## config.mk

```make
export PLATFORM = sky130hd
export DESIGN_NAME = aexm_fwd_scoreboard
export DESIGN_NICKNAME = d
export VERILOG_FILES = /design/src/rtl/aexm_pkg.sv /design/src/rtl/aexm_fwd_match.sv /design/src/rtl/aexm_fwd_scoreboard.sv
export SDC_FILE = /design/constraint.sdc
export NUM_CORES = 1
export LEC_CHECK = 0
export ABC_CLOCK_PERIOD_IN_PS = 7300
export BUFFER_PORTS_ARGS = -buffer_cell sky130_fd_sc_hd__buf_2
export CAP_MARGIN = 20
export CORE_MARGIN = 1.5
export CORE_UTILIZATION = 58
export DETAILED_ROUTE_END_ITERATION = 10
export GPL_TIMING_DRIVEN = 0
export PLACE_DENSITY = 0.85
export SLEW_MARGIN = 40
export SYNTH_ARGS = -nofsm -noshare
export SYNTH_HDL_FRONTEND = slang
export SYNTH_HIERARCHICAL = 1
export SYNTH_SLANG_ARGS = --single-unit
export TNS_END_PERCENT = 10
```

## constraint.sdc

```tcl
create_clock -name gclk -period 7.3 [get_ports gclk]
set_input_delay 0.73 -clock gclk [delete_from_list [all_inputs] [get_ports gclk]]
set_output_delay 0.73 -clock gclk [all_outputs]
set_load 0.1 [all_outputs]
```

## src/rtl/aexm_pkg.sv

```systemverilog
// rtl/aexm_pkg.sv - shared types for the aexm forwarding scoreboard
//
// Purpose: instruction-kind encoding, multi-cycle FSM states and the
// scoreboard slot record used by aexm_fwd_scoreboard and aexm_fwd_match.
// Ports: none (package).
package aexm_pkg;

  typedef enum logic [1:0] {
    KIND_ALU     = 2'd0,
    KIND_LOAD    = 2'd1,
    KIND_MULTI   = 2'd2,
    KIND_NOWRITE = 2'd3
  } kind_t;

  typedef enum logic {
    ST_IDLE = 1'b0,
    ST_RUN  = 1'b1
  } fsm_state_t;

  // Slot rd is stored zero-extended to this width so the record type does not
  // depend on the top-level AW parameter; AW must not exceed it.
  localparam int RD_MAXW = 8;

  typedef struct packed {
    logic               valid;
    logic [RD_MAXW-1:0] rd;
    kind_t              kind;
  } slot_t;

  localparam slot_t SLOT_EMPTY = '{valid: 1'b0, rd: '0, kind: KIND_ALU};

  // A slot produces a forwardable result only if it really writes a register.
  function automatic logic isWriter(slot_t s);
    return s.valid && (s.rd != '0) && (s.kind != KIND_NOWRITE);
  endfunction

endpackage

```

## src/rtl/aexm_fwd_match.sv

```systemverilog
// rtl/aexm_fwd_match.sv - priority matcher of one source operand against all slots
//
// Purpose: finds the youngest writer slot whose destination equals the operand
// address and reports either its forward select or a not-ready hazard.
// Ports:
//   srcAddr     in  AW        operand register address
//   srcUsed     in  1         operand is actually read
//   slotRd      in  DEPTH*AW  destination of each slot, slot k at [k*AW +: AW]
//   slotWriter  in  DEPTH     slot k holds a register-writing instruction
//   slotReady   in  DEPTH     slot k result is available for forwarding
//   sel         out SW        0 = register file, k = slot k-1
//   hazard      out 1         youngest match is not ready yet
module aexm_fwd_match #(
  parameter int AW    = 5,
  parameter int DEPTH = 3,
  parameter int SW    = $clog2(DEPTH + 1)
) (
  input  logic [AW-1:0]       srcAddr,
  input  logic                srcUsed,
  input  logic [DEPTH*AW-1:0] slotRd,
  input  logic [DEPTH-1:0]    slotWriter,
  input  logic [DEPTH-1:0]    slotReady,
  output logic [SW-1:0]       sel,
  output logic                hazard
);

  logic found;

  // Only the first (youngest) match decides; older copies of the same rd are
  // stale and must be ignored even when ready.
  always_comb begin
    sel    = '0;
    hazard = 1'b0;
    found  = 1'b0;
    for (int k = 0; k < DEPTH; k++) begin
      if (srcUsed && (srcAddr != '0) && !found && slotWriter[k] &&
          (slotRd[k*AW +: AW] == srcAddr)) begin
        found = 1'b1;
        if (slotReady[k]) sel = SW'(k + 1);
        else              hazard = 1'b1;
      end
    end
  end

endmodule

```

## src/rtl/aexm_fwd_scoreboard.sv

```systemverilog
// rtl/aexm_fwd_scoreboard.sv - operand forwarding scoreboard and pipeline control
//
// Purpose: shift-register scoreboard of in-flight destinations between decode
// and execute; drives operand forward selects, load-use / multi-cycle stalls
// and squashes skipped instructions.
// Ports:
//   gclk       in  1         pipeline clock
//   grst       in  1         asynchronous active-high reset
//   d_en       in  1         pipeline advance enable
//   iss_valid  in  1         decode slot holds an instruction
//   iss_rd     in  AW        destination register, 0 = no write
//   iss_kind   in  2         ALU / LOAD / MULTI / NOWRITE
//   iss_skip   in  1         squash the issuing instruction
//   src_addr   in  NSRC*AW   source addresses, operand i at [i*AW +: AW]
//   src_used   in  NSRC      operand i is read
//   fwd_sel    out NSRC*SW   per operand: 0 = regfile, k = slot k-1 result
//   stall      out 1         hold decode, insert bubble
//   busy       out 1         multi-cycle op in progress
//   slot_rd    out DEPTH*AW  destination of each slot, 0 when invalid
module aexm_fwd_scoreboard
  import aexm_pkg::*;
#(
  parameter int AW    = 5,
  parameter int DEPTH = 3,
  parameter int NSRC  = 2,
  parameter int MCYC  = 2,
  parameter int SW    = $clog2(DEPTH + 1)
) (
  input  logic                gclk,
  input  logic                grst,
  input  logic                d_en,
  input  logic                iss_valid,
  input  logic [AW-1:0]       iss_rd,
  input  logic [1:0]          iss_kind,
  input  logic                iss_skip,
  input  logic [NSRC*AW-1:0]  src_addr,
  input  logic [NSRC-1:0]     src_used,
  output logic [NSRC*SW-1:0]  fwd_sel,
  output logic                stall,
  output logic                busy,
  output logic [DEPTH*AW-1:0] slot_rd
);

  slot_t      slots [DEPTH];
  fsm_state_t state;
  logic [3:0] cnt;

  logic [DEPTH-1:0] writer;
  logic [DEPTH-1:0] ready;
  logic [NSRC-1:0]  hazard;
  logic             issLive;
  logic             accept;
  logic             multiStart;

  always_comb begin
    slot_rd = '0;
    writer  = '0;
    ready   = '0;
    for (int k = 0; k < DEPTH; k++) begin
      slot_rd[k*AW +: AW] = slots[k].valid ? slots[k].rd[AW-1:0] : '0;
      writer[k]           = isWriter(slots[k]);
      case (slots[k].kind)
        KIND_ALU:   ready[k] = 1'b1;
        KIND_LOAD:  ready[k] = (k != 0);   // load data arrives one stage late
        KIND_MULTI: ready[k] = (cnt == 4'd0);
        default:    ready[k] = 1'b1;
      endcase
    end
  end

  for (genvar gi = 0; gi < NSRC; gi++) begin : g_match
    aexm_fwd_match #(.AW(AW), .DEPTH(DEPTH), .SW(SW)) u_match (
      .srcAddr    (src_addr[gi*AW +: AW]),
      .srcUsed    (src_used[gi]),
      .slotRd     (slot_rd),
      .slotWriter (writer),
      .slotReady  (ready),
      .sel        (fwd_sel[gi*SW +: SW]),
      .hazard     (hazard[gi])
    );
  end

  assign busy       = (state == ST_RUN);
  assign stall      = (|hazard) || busy;
  assign issLive    = iss_valid && !iss_skip;
  assign accept     = d_en && !stall;
  assign multiStart = accept && issLive && (iss_kind == KIND_MULTI);

  // Busy freezes everything; a hazard stall still drains older slots and
  // pushes a bubble so the producer moves on to a ready stage.
  always_ff @(posedge gclk or posedge grst) begin
    if (grst) begin
      for (int k = 0; k < DEPTH; k++) slots[k] <= SLOT_EMPTY;
    end else if (d_en && !busy) begin
      for (int k = DEPTH - 1; k > 0; k--) slots[k] <= slots[k-1];
      if (accept)
        slots[0] <= '{valid: issLive, rd: RD_MAXW'(iss_rd), kind: kind_t'(iss_kind)};
      else
        slots[0] <= SLOT_EMPTY;
    end
  end

  // cnt counts the remaining busy d_en cycles of the accepted multi-cycle op.
  always_ff @(posedge gclk or posedge grst) begin
    if (grst) begin
      state <= ST_IDLE;
      cnt   <= 4'd0;
    end else begin
      case (state)
        ST_IDLE: begin
          if (multiStart && (MCYC > 1)) begin
            state <= ST_RUN;
            cnt   <= 4'(MCYC - 1);
          end
        end
        ST_RUN: begin
          if (d_en) begin
            if (cnt == 4'd1) begin
              state <= ST_IDLE;
              cnt   <= 4'd0;
            end else begin
              cnt <= cnt - 4'd1;
            end
          end
        end
        default: begin
          state <= ST_IDLE;
          cnt   <= 4'd0;
        end
      endcase
    end
  end

endmodule
```

==> out/results.ini <==
[timing]
tns_ps=0
finalCritPeriodShare_pct=50.2
slew_viol_final=0
slew-limit-headroom_pct=61.1
whs_ps=469
rsz0062_at_grt=false
timing.fmax_ghz=0.273
finalSetupViolations=0
period_minus_slack_ps=3660
fin_skew_ps=7.13
final_hold_viol_count=0
tightest_slew_ps=580

[layout]
antenna_cells=0
nets=272
layout_common_cells=buf_2, dfrtp_1, nand2_1, xor2_1
syn2layout_area_growth_pct=17.1
fillers=247
layout_commonest_cell=buf_2
drive_gt1_share_pct=24.8

[detailed_routing]
drt_wl_total_um=4410
routed-via-count=1692
firstDrtPassIters=4
drc=0
drt-vias-per-instance=5.83
wire_per_inst_um=15.2
ant_nets=0
drtIter0Drc=85

[global_routing]
grt_max_degree=30
antenna_found_initial=0
met2_usage_pct=45.8
grt_use_total_pct=26.2
grt_use_met1_pct=32.8
grt_pass1_vias=1604
grt_pass1_wl_um=7090
overflow=0
use_met3_pct=4.05
grt.busiest_layer=met2

[pwr]
ir_worst_vdd_v=0.000243
p_leak_uw=0.00107
fin_total_pwr_uw=796
power_density_nw_per_um2=351

[cts]
cts.sinks=29
htree_levels=2
post_cts_resized=0
cts_tree=yes
cts_max_path_buffers=2
root_buffer=clkbuf_4
path_clk_slew_ps=80
holdBufCountCts=0
numCtsBuffers=5
post-cts-setup-buffers=0
clock_latency_ps=310

[critical_path]
cp-end-kind=output port
timing.rr.start=cnt[0]
setup.worst_path.start=cnt[0]
crit_fanout=5
crit_type=reg -> out
r2r_slack_ps=4130
cp_data_arrival_time_ps=2930
start_kind=register
worstPathRequired_ps=6570

[yosys]
netlist_instances=195
yosys.cell_types.count=39
syn_nets=221
synth-edff-count=0
syn_area_um2=1940
syn_area_per_cell_um2=9.93
ys_seq_elements=29
async_flop_share_pct=100
ys_warn_count=6
synth_flop_cell=dfrtp_1
seq_area_frac_synth_pct=37.5

[floorplan]
num_rows=20
fp.dieH_um=60.8
initial_core_util_pct=62.4
dieArea_um2=3690
pin_count=45
core_area_um2=3100
die_w_um=60.8

[outcome]
status=completed

[placed_design]
post-dp-hpwl_um=3520
portBuffers=44
gp_congestion=0.866

[flow_run]
maxCapViolCount=0

[worst_hold_path]
min_path_type=in -> async

## sequential cells by signal (all words and copies together) (netlist names)
signal and cells:
busy 1, slots 24, cnt 4
## per-layer routing
| metal | routed length [µm] | part of all wire, % | vias up |
|---|---|---|---|
| met2 | 2110 | 48 | 62 |
| met1 | 2010 | 46 | 806 |
| li1 | - | - | 813 |
| met4 | 68 | 1.5 | 0 |
| met5 | 0 | 0 | - |
| met3 | 228 | 5.2 | 11 |
## cell type report
cell class	instances	area [µm²]	share of cell area [%]
multi-input combinational	156	1170	51.6
sequential	29	726	32.0
timing repair buffer	44	220	9.72
clock buffer	7	55.1	2.43
tap	44	55.1	2.43
inverter	7	26.3	1.16
buffer	3	13.8	0.607
## power by group
part	total (µW)	internal (µW)	switching, µW
Combinational	418	127	291
Sequential	284	220	63.8
Clock	94.4	45.4	49.0
Total	796	392	404
## cells in the mapped netlist (all sizes together) (3+ instances only)
cell	number	area, µm²
xnor2	14	123
inv	7	26.3
dfrtp	29	726
a21oi	6	30.0
nand2	16	60.1
or3	6	40.0
nor4	4	25.0
xor2	16	140
nor2	3	11.3
a22o	7	61.3
o211ai	6	45.0
mux2	15	169
o22ai	3	18.8
or4	3	22.5
o21ai	6	30.0
nor2b	3	18.8
and2	15	93.8
nand4	4	25.0
nor3	4	25.0
## worst paths after layout
path,end,cells after the start
max in group asynchronous,slots[32],2
hold / removal,slots[26],2
min in group gclk,slots[2],1
setup reg to reg,cnt[3],10
hold reg to reg,slots[2],1
setup / recovery,stall,8
## kinds of logic (layout without fill, tap and decap cells)
family          Yosys count  in the layout  share of synthesized area, %
buf+inv                  10             61                          2.07
xor+xnor                 30             30                          13.6
mux                      15             15                          8.73
flops                    29             29                          37.5
compound gates           35             35                          13.1
fa+ha+maj                 2              2                          1.29
simple gates             74             74                          23.8
## worst max-delay path, stage by stage (launching register included)
cell and delay [ps]:
dfrtp_1 410, inv_1 70, ha_1 220, or3b_1 200
nand3b_1 160, or3_1 400, a311oi_1 540, or3_1 200
buf_2 420
## through the flow
stage	utilization, %	instances	setup WS [ps]	area [µm²]
after CTS	73.0	290	3620	2270
after global routing	73.0	290	3450	2270
after floorplan	-	195	3040	1940
after global placement	71.3	283	3800	2210
after detailed placement	71.3	283	3740	2210
final	73.0	290	3640	2270
Note: power is estimated with default switching activity, not from simulation.
